[src/rtl/pc_fetch_unit_pkg.sv]
// Shared encodings for the PC fetch stage.
// PCSrc selects and fetch FSM states.
package pc_fetch_unit_pkg;

  localparam logic [1:0] PCS_PLUS4 = 2'b00;
  localparam logic [1:0] PCS_REL   = 2'b01;
  localparam logic [1:0] PCS_JALR  = 2'b10;
  localparam logic [1:0] PCS_RSVD  = 2'b11;

  typedef enum logic {
    ST_RUN  = 1'b0,
    ST_TRAP = 1'b1
  } state_t;

endpackage

[src/rtl/pc_target_gen.sv]
// Next-PC target computation.
// Three adders, a select mux and an alignment check.
module pc_target_gen
  import pc_fetch_unit_pkg::*;
(
  input  logic [31:0] pc,
  input  logic [1:0]  pcsrc,
  input  logic [31:0] imm,
  input  logic [31:0] rs1,
  output logic [31:0] pc_plus4,
  output logic [31:0] target,
  output logic        misaligned
);

  logic [31:0] rel_sum;
  logic [31:0] jalr_sum;
  logic [31:0] jalr_tgt;

  assign pc_plus4 = pc + 32'd4;
  assign rel_sum  = pc + imm;
  assign jalr_sum = rs1 + imm;
  assign jalr_tgt = {jalr_sum[31:1], 1'b0};

  // Select the target; only redirects can be misaligned.
  always_comb begin
    target     = pc_plus4;
    misaligned = 1'b0;
    unique case (pcsrc)
      PCS_REL: begin
        target     = rel_sum;
        misaligned = |rel_sum[1:0];
      end
      PCS_JALR: begin
        target     = jalr_tgt;
        misaligned = jalr_tgt[1];
      end
      PCS_PLUS4: begin
        target     = pc_plus4;
        misaligned = 1'b0;
      end
      PCS_RSVD: begin
        target     = pc_plus4;
        misaligned = 1'b0;
      end
    endcase
  end

endmodule

[src/rtl/pc_fetch_unit.sv]
// PC register, fetch handshake and misaligned-target trap.
// A faulting redirect spends one cycle in TRAP before the trap vector.
module pc_fetch_unit
  import pc_fetch_unit_pkg::*;
#(
  parameter logic [31:0] RESET_VECTOR = 32'h0040_0000,
  parameter logic [31:0] TRAP_VECTOR  = 32'h0040_0100
) (
  input  logic        CLK,
  input  logic        RESET,
  input  logic [1:0]  PCSrc,
  input  logic [31:0] ExtImm,
  input  logic [31:0] RS1,
  input  logic        Stall,
  input  logic        IAck,
  output logic [31:0] PC,
  output logic [31:0] PC_Plus4,
  output logic        IReq,
  output logic        Misaligned,
  output logic [31:0] BadAddr,
  output logic [31:0] InstrCount
);

  state_t      state_q;
  state_t      state_d;
  logic [31:0] pc_q;
  logic [31:0] pc_d;
  logic [31:0] bad_q;
  logic [31:0] bad_d;
  logic [31:0] cnt_q;
  logic [31:0] cnt_d;
  logic        mis_q;
  logic        mis_d;
  logic [31:0] target;
  logic        tgt_mis;
  logic        advance;

  pc_target_gen u_tgt (
    .pc         (pc_q),
    .pcsrc      (PCSrc),
    .imm        (ExtImm),
    .rs1        (RS1),
    .pc_plus4   (PC_Plus4),
    .target     (target),
    .misaligned (tgt_mis)
  );

  // Fetch request is held low during reset and the trap cycle.
  assign IReq = (state_q == ST_RUN) && !RESET;

  assign advance = (state_q == ST_RUN) && IReq
                && IAck && !Stall;

  // State register and architectural registers.
  always_ff @(posedge CLK or posedge RESET) begin
    if (RESET) begin
      state_q <= ST_RUN;
      pc_q    <= RESET_VECTOR;
      bad_q   <= 32'd0;
      cnt_q   <= 32'd0;
      mis_q   <= 1'b0;
    end else begin
      state_q <= state_d;
      pc_q    <= pc_d;
      bad_q   <= bad_d;
      cnt_q   <= cnt_d;
      mis_q   <= mis_d;
    end
  end

  // Next-state, next-PC, retire count and trap capture.
  always_comb begin
    state_d = state_q;
    pc_d    = pc_q;
    bad_d   = bad_q;
    cnt_d   = cnt_q;
    mis_d   = 1'b0;
    unique case (state_q)
      ST_RUN: begin
        if (advance) begin
          if (tgt_mis) begin
            bad_d   = target;
            mis_d   = 1'b1;
            state_d = ST_TRAP;
          end else begin
            pc_d  = target;
            cnt_d = cnt_q + 32'd1;
          end
        end
      end
      ST_TRAP: begin
        pc_d    = TRAP_VECTOR;
        state_d = ST_RUN;
      end
      default: begin
        state_d = ST_RUN;
      end
    endcase
  end

  assign PC         = pc_q;
  assign BadAddr    = bad_q;
  assign InstrCount = cnt_q;
  assign Misaligned = mis_q;

endmodule

[config.mk]
export PLATFORM = sky130hd
export DESIGN_NAME = pc_fetch_unit
export DESIGN_NICKNAME = d
export VERILOG_FILES = /design/src/rtl/pc_fetch_unit_pkg.sv /design/src/rtl/pc_target_gen.sv /design/src/rtl/pc_fetch_unit.sv
export SDC_FILE = /design/constraint.sdc
export NUM_CORES = 1
export LEC_CHECK = 0
export BUFFER_PORTS_ARGS = -buffer_cell sky130_fd_sc_hd__buf_2
export CORE_MARGIN = 2
export CORE_UTILIZATION = 56
export DETAILED_ROUTE_END_ITERATION = 10
export PLACE_DENSITY = 0.88
export SLEW_MARGIN = 20
export SYNTH_ARGS = -nofsm -noshare
export SYNTH_HDL_FRONTEND = slang
export SYNTH_HIERARCHICAL = 1
export SYNTH_SLANG_ARGS = --single-unit
[constraint.sdc]
create_clock -name CLK -period 4.1 [get_ports CLK]
set_input_delay 0.41 -clock CLK [delete_from_list [all_inputs] [get_ports CLK]]
set_output_delay 0.41 -clock CLK [all_outputs]
set_load 0.1 [all_outputs]
Word-level counts from Yosys, hierarchy flattened. Cells that the tools add are included. W data, S select, Z words.

Add/subtract/negate cells: 4. Equal/unequal tests: 5. Mux-type cells: 9. Bitwise operators: 2. Reduce and logical (&&, ||, !) cells: 12.

Operator list (count): $pmux W32 S3 (1); $add A32 B32 Y32 (2); $mux W32 (2); $pmux W32 S2 (1); $add A32 B1 Y32 const B (1); $add A32 B3 Y32 const B (1); $reduce_and A3 Y1 (2); $eq A2 B2 Y1 const B (2); $logic_and A1 B1 Y1 (4); $ne A2 B2 Y1 const B (2); $reduce_or A2 Y1 (2); $mux W1 (3); $pmux W1 S3 (1); $eq A2 B1 Y1 const B (1); $logic_not A1 Y1 (2); $logic_not A2 Y1 (1); $not A1 Y1 (2); $pmux W1 S2 (1); $reduce_and A2 Y1 (1).

Bits in registers: 98. Input port bits: 70. Word-level logic and storage cells: 37.

Logic depth before layout (Yosys ltp).
Depth in word-level cells: 7. Mapped depth: 14. Mapped depth without buffers: 14.

Hierarchy. Netlist, hierarchy kept.

By module, submodules not included: pc_target_gen (times used 1, cells an instance 672, area an instance 4533.1 sq um, sequential area each 0.0 sq um); pc_fetch_unit (times used 1, cells an instance 338, area an instance 4031.4 sq um, sequential area each 2428.6 sq um).

Least setup slack after synthesis. Ideal clock, no wire load.

Path type: register to register. Start point: reg pc_q[6], in the netlist PC[6]. End point: reg bad_q[30], in the netlist BadAddr[30]. Library setup time: 69 ps. Data arrival time: 4417 ps. Required time: 4031 ps. Path slack: -386 ps. Stages on the path, launching flop included: 11. Period minus slack after synthesis: 4486 ps. Cells stage by stage: dfrtp_1 and3_1 nand3_1 nor2_1 and3_1 buf_2 nand3_1 xnor2_1 a221oi_1 a21oi_2 mux2_2.

Word-level cells in the longest chain between the ends: 2.

RTL lines: start: declaration (RTL line pc_fetch_unit.sv:26) `logic [31:0] pc_q;`; start signal: assignment (RTL line pc_fetch_unit.sv:64) `pc_q <= pc_d;`; $add A32 B3 Y32 (RTL line pc_target_gen.sv:19) `assign pc_plus4 = pc + 32'd4;`; named net PC_Plus4[30] (RTL line pc_fetch_unit.sv:17) `output logic [31:0] PC_Plus4,`; $pmux W32 S3 (RTL line pc_target_gen.sv:28) `unique case (pcsrc)`; named net target[30] (RTL line pc_fetch_unit.sv:34) `logic [31:0] target;`; end signal: assignment (RTL line pc_fetch_unit.sv:59) `bad_q <= 32'd0;`; end signal: assignment (RTL line pc_fetch_unit.sv:65) `bad_q <= bad_d;`; end: declaration (RTL line pc_fetch_unit.sv:28) `logic [31:0] bad_q;`.

The timed path passes the listed nets, and every way through them passes these cells. A chain may end at the register's enable or synchronous reset.

Worst setup path in the final report.
Start point: reg pc_q[5], in the netlist PC[5]. End point: out PC_Plus4[26].

Word-level cells in the longest chain between the ends: 1.

RTL lines (RTL line): $add A32 B3 Y32 (pc_target_gen.sv:19); end: declaration (pc_fetch_unit.sv:17).

No other way between the ends.

==> flow_summary.toml <==
[outcome]
outcome = "completed"

[final_layout]
antenna_cells = 0
drive_gt1_share_pct = 26.0
final_area_um2 = 10100
area_growth_pct = 17.7
layout_common_cells = "buf_2, nand2_1, dfrtp_1"
fin_nets = 1316
final_common_cell = "buf_2"

[placed_design]
post_dp_cell_area_um2 = 9790
gp_congestion = 0.959
io_buffers = 199
dp_hpwl_mm = 20.2

[setup_path]
reg2reg_depth = 13
crit_top_cell = "and3_1"
worstSetupPathDepth = 7
slowest_stage = "and3_1"
required_ns = 3.69
worstPathCellList = "and3_1 -> nand3_1 -> nor2_1 -> and3_1 -> nand4_1 -> xnor2_2 -> buf_2"
path_buf_inv = 1
cpPeakStageDelay_ns = 0.56
crit_path_start = "PC[5]$_DFFE_PP0P_"
crit_fanout = 8
path_delay_family = "simple AND/OR/NAND/NOR gates"
cp.arrival_ns = 3.19
end_kind = "output pin"
r2r_start = "PC[0]$_DFFE_PP0P_"
worst-setup-path-type = "register to output pin"
cp-start-kind = "register"

[yosys]
ys_seq_elements = 97
syn_area_um2 = 8560
yosysWarnings = 6
synth.distinct_cells = 79
synth_top_area_share_pct = 28.0
synth_flop_cell = "dfrtp_1"
yosys.area.top_type = "dfrtp_1"
syn_nets = 1147
yosysSeqAreaShare_pct = 28.4
syn_area_per_cell_um2 = 8.48
synth_area_leaders = "dfrtp_1, ha_1, xnor2_1, nand2_1, a21oi_1"
netlist_instances = 1010
async_reset_ff_share_pct = 100
synth_edf_count = 0

[floorplanning]
start_util_pct = 56.8
pin_count = 200
dieHeight_um = 128
core_um2 = 15100
die_w_um = 128
die_area_um2 = 16300
rows = 45

[sta]
period_share_pct = 87.7
finClkSkew_ns = 0.00678
worst_pin_slew_ns = 1.07
relSlewSlack_pct = 28.6
fin_crit_ns = 3.60
setup_viol = 0
hold_violations = 0
slew_viol_final = 0
finalSetupTns_ns = 0
rsz0062_at_grt = "false"
fmax_ghz = 0.278

[cts]
clk_transition_reported_paths_ns = 0.07
clock_tree.root_cell = "clkbuf_16"
cts_hold_buffers = 0
cts_resized = 0
cts_setup_buffers = 0
htreeDepth = 3
clk-insertion-delay-late_ns = 0.36
cts_tree = "built"
ctsLongestPathBuffers = 2
cts.sinks = 97
cts_made_buffers = 9

[drt]
wirelength_mm = 27.0
antenna_left = 0
first_iter_violations = 769
drtPass1Iterations = 10
via_count = 8637
drcViolationCount = 0
avgViaCountPerCell = 6.30
wire_per_inst_um = 19.7

[grt]
grt_pass1_vias = 8083
grt.total_usage_pct = 32.4
met3_usage_pct = 7.39
grtUsageMet1_pct = 43.5
antenna_found_initial = 1
overflow = 0
grt_max_degree = 67
top_usage_layer = "met2"
use_met2_pct = 50.8
grt_pass1_wl_mm = 41.8

[hold_path]
hp-class = "primary input to async pin"

[flow_run]
cap_viol_max_count = 0

[pwr]
p_leak_nw = 4.86
cellPowerDensity_nw_per_um2 = 782
vdd_drop_max_v = 0.000709
power by group:
group	internal (W)	switching [W]	total (W)
Clock	0.000442	0.000416	0.000858
Sequential	0.00123	0.000345	0.00158
Combinational	0.00117	0.00427	0.00545
Total	0.00285	0.00504	0.00788
sequential cells by signal (all words and copies together), names as in the netlist:
name and flops:
BadAddr 32, InstrCount 32, Misaligned 1, PC 32
kinds of logic after synthesis:
kind of cell / Yosys count / synth area share, %
compound gates: 275 / 21.1
mux: 36 / 4.69
buf+inv: 74 / 3.45
xor+xnor: 112 / 11.5
simple gates: 349 / 20.9
flops: 97 / 28.4
fa+ha+maj: 67 / 9.96
synth_stat cells (15+ instances only):
master    instances
a21o_1           17
a21oi_1          81
a221oi_1         16
and3_1           16
clkbuf_1         37
dfrtp_1          96
ha_1             65
inv_1            23
mux2_2           32
nand2_1         132
nand2b_1         37
nand3_1          42
nand4_1          21
nor2_1           43
nor3_1           15
o21ai_0          54
o21ai_1          17
xnor2_1          78
xor2_1           34
path summary, 6_finish.rpt:
| path | to | slack [ns] |
|---|---|---|
| setup / recovery | PC_Plus4[26] | 0.50 |
| hold / removal | InstrCount[3]$_DFFE_PP0P_ | 0.29 |
| setup reg to reg | BadAddr[28]$_DFFE_PP0P_ | 0.80 |
| hold reg to reg | InstrCount[31]$_DFFE_PP0P_ | 0.47 |
| max in group asynchronous | PC[9]$_DFFE_PP0P_ | 2.83 |
| min in group CLK | InstrCount[31]$_DFFE_PP0P_ | 0.47 |
per-layer routing:
layer  part of all wire [%]  vias to the layer above  wire (um)
li1                       -                     3986          -
met1                     41                     4065      11000
met2                     45                      494      12200
met3                     10                       90       2820
met4                    3.4                        2        911
met5                  0.041                        -         11
final cells by class:
cell class / count / area, um^2
multi-input combinational: 839 / 5960
fill: 1276 / 5010
sequential: 97 / 2430
timing repair buffer: 209 / 1070
clock buffer: 10 / 239
tap: 188 / 235
inverter: 23 / 88.8
clock inverter: 6 / 55.1
through the flow:
stage          hold WS [ns]  power [W]  util [%]  instances  worst slack, ns
6_report              0.294    0.00788      66.8       1372            0.502
5_1_grt               0.349    0.00819      66.8       1372            0.425
4_1_cts               0.310    0.00784      66.8       1372            0.598
3_5_place_dp          0.459    0.00696      64.9       1356            0.719
3_3_place_gp          0.457    0.00691      64.9       1356            0.817
2_1_floorplan         0.715    0.00600         -       1010          0.00428
Power figures use the tool's default switching activity.
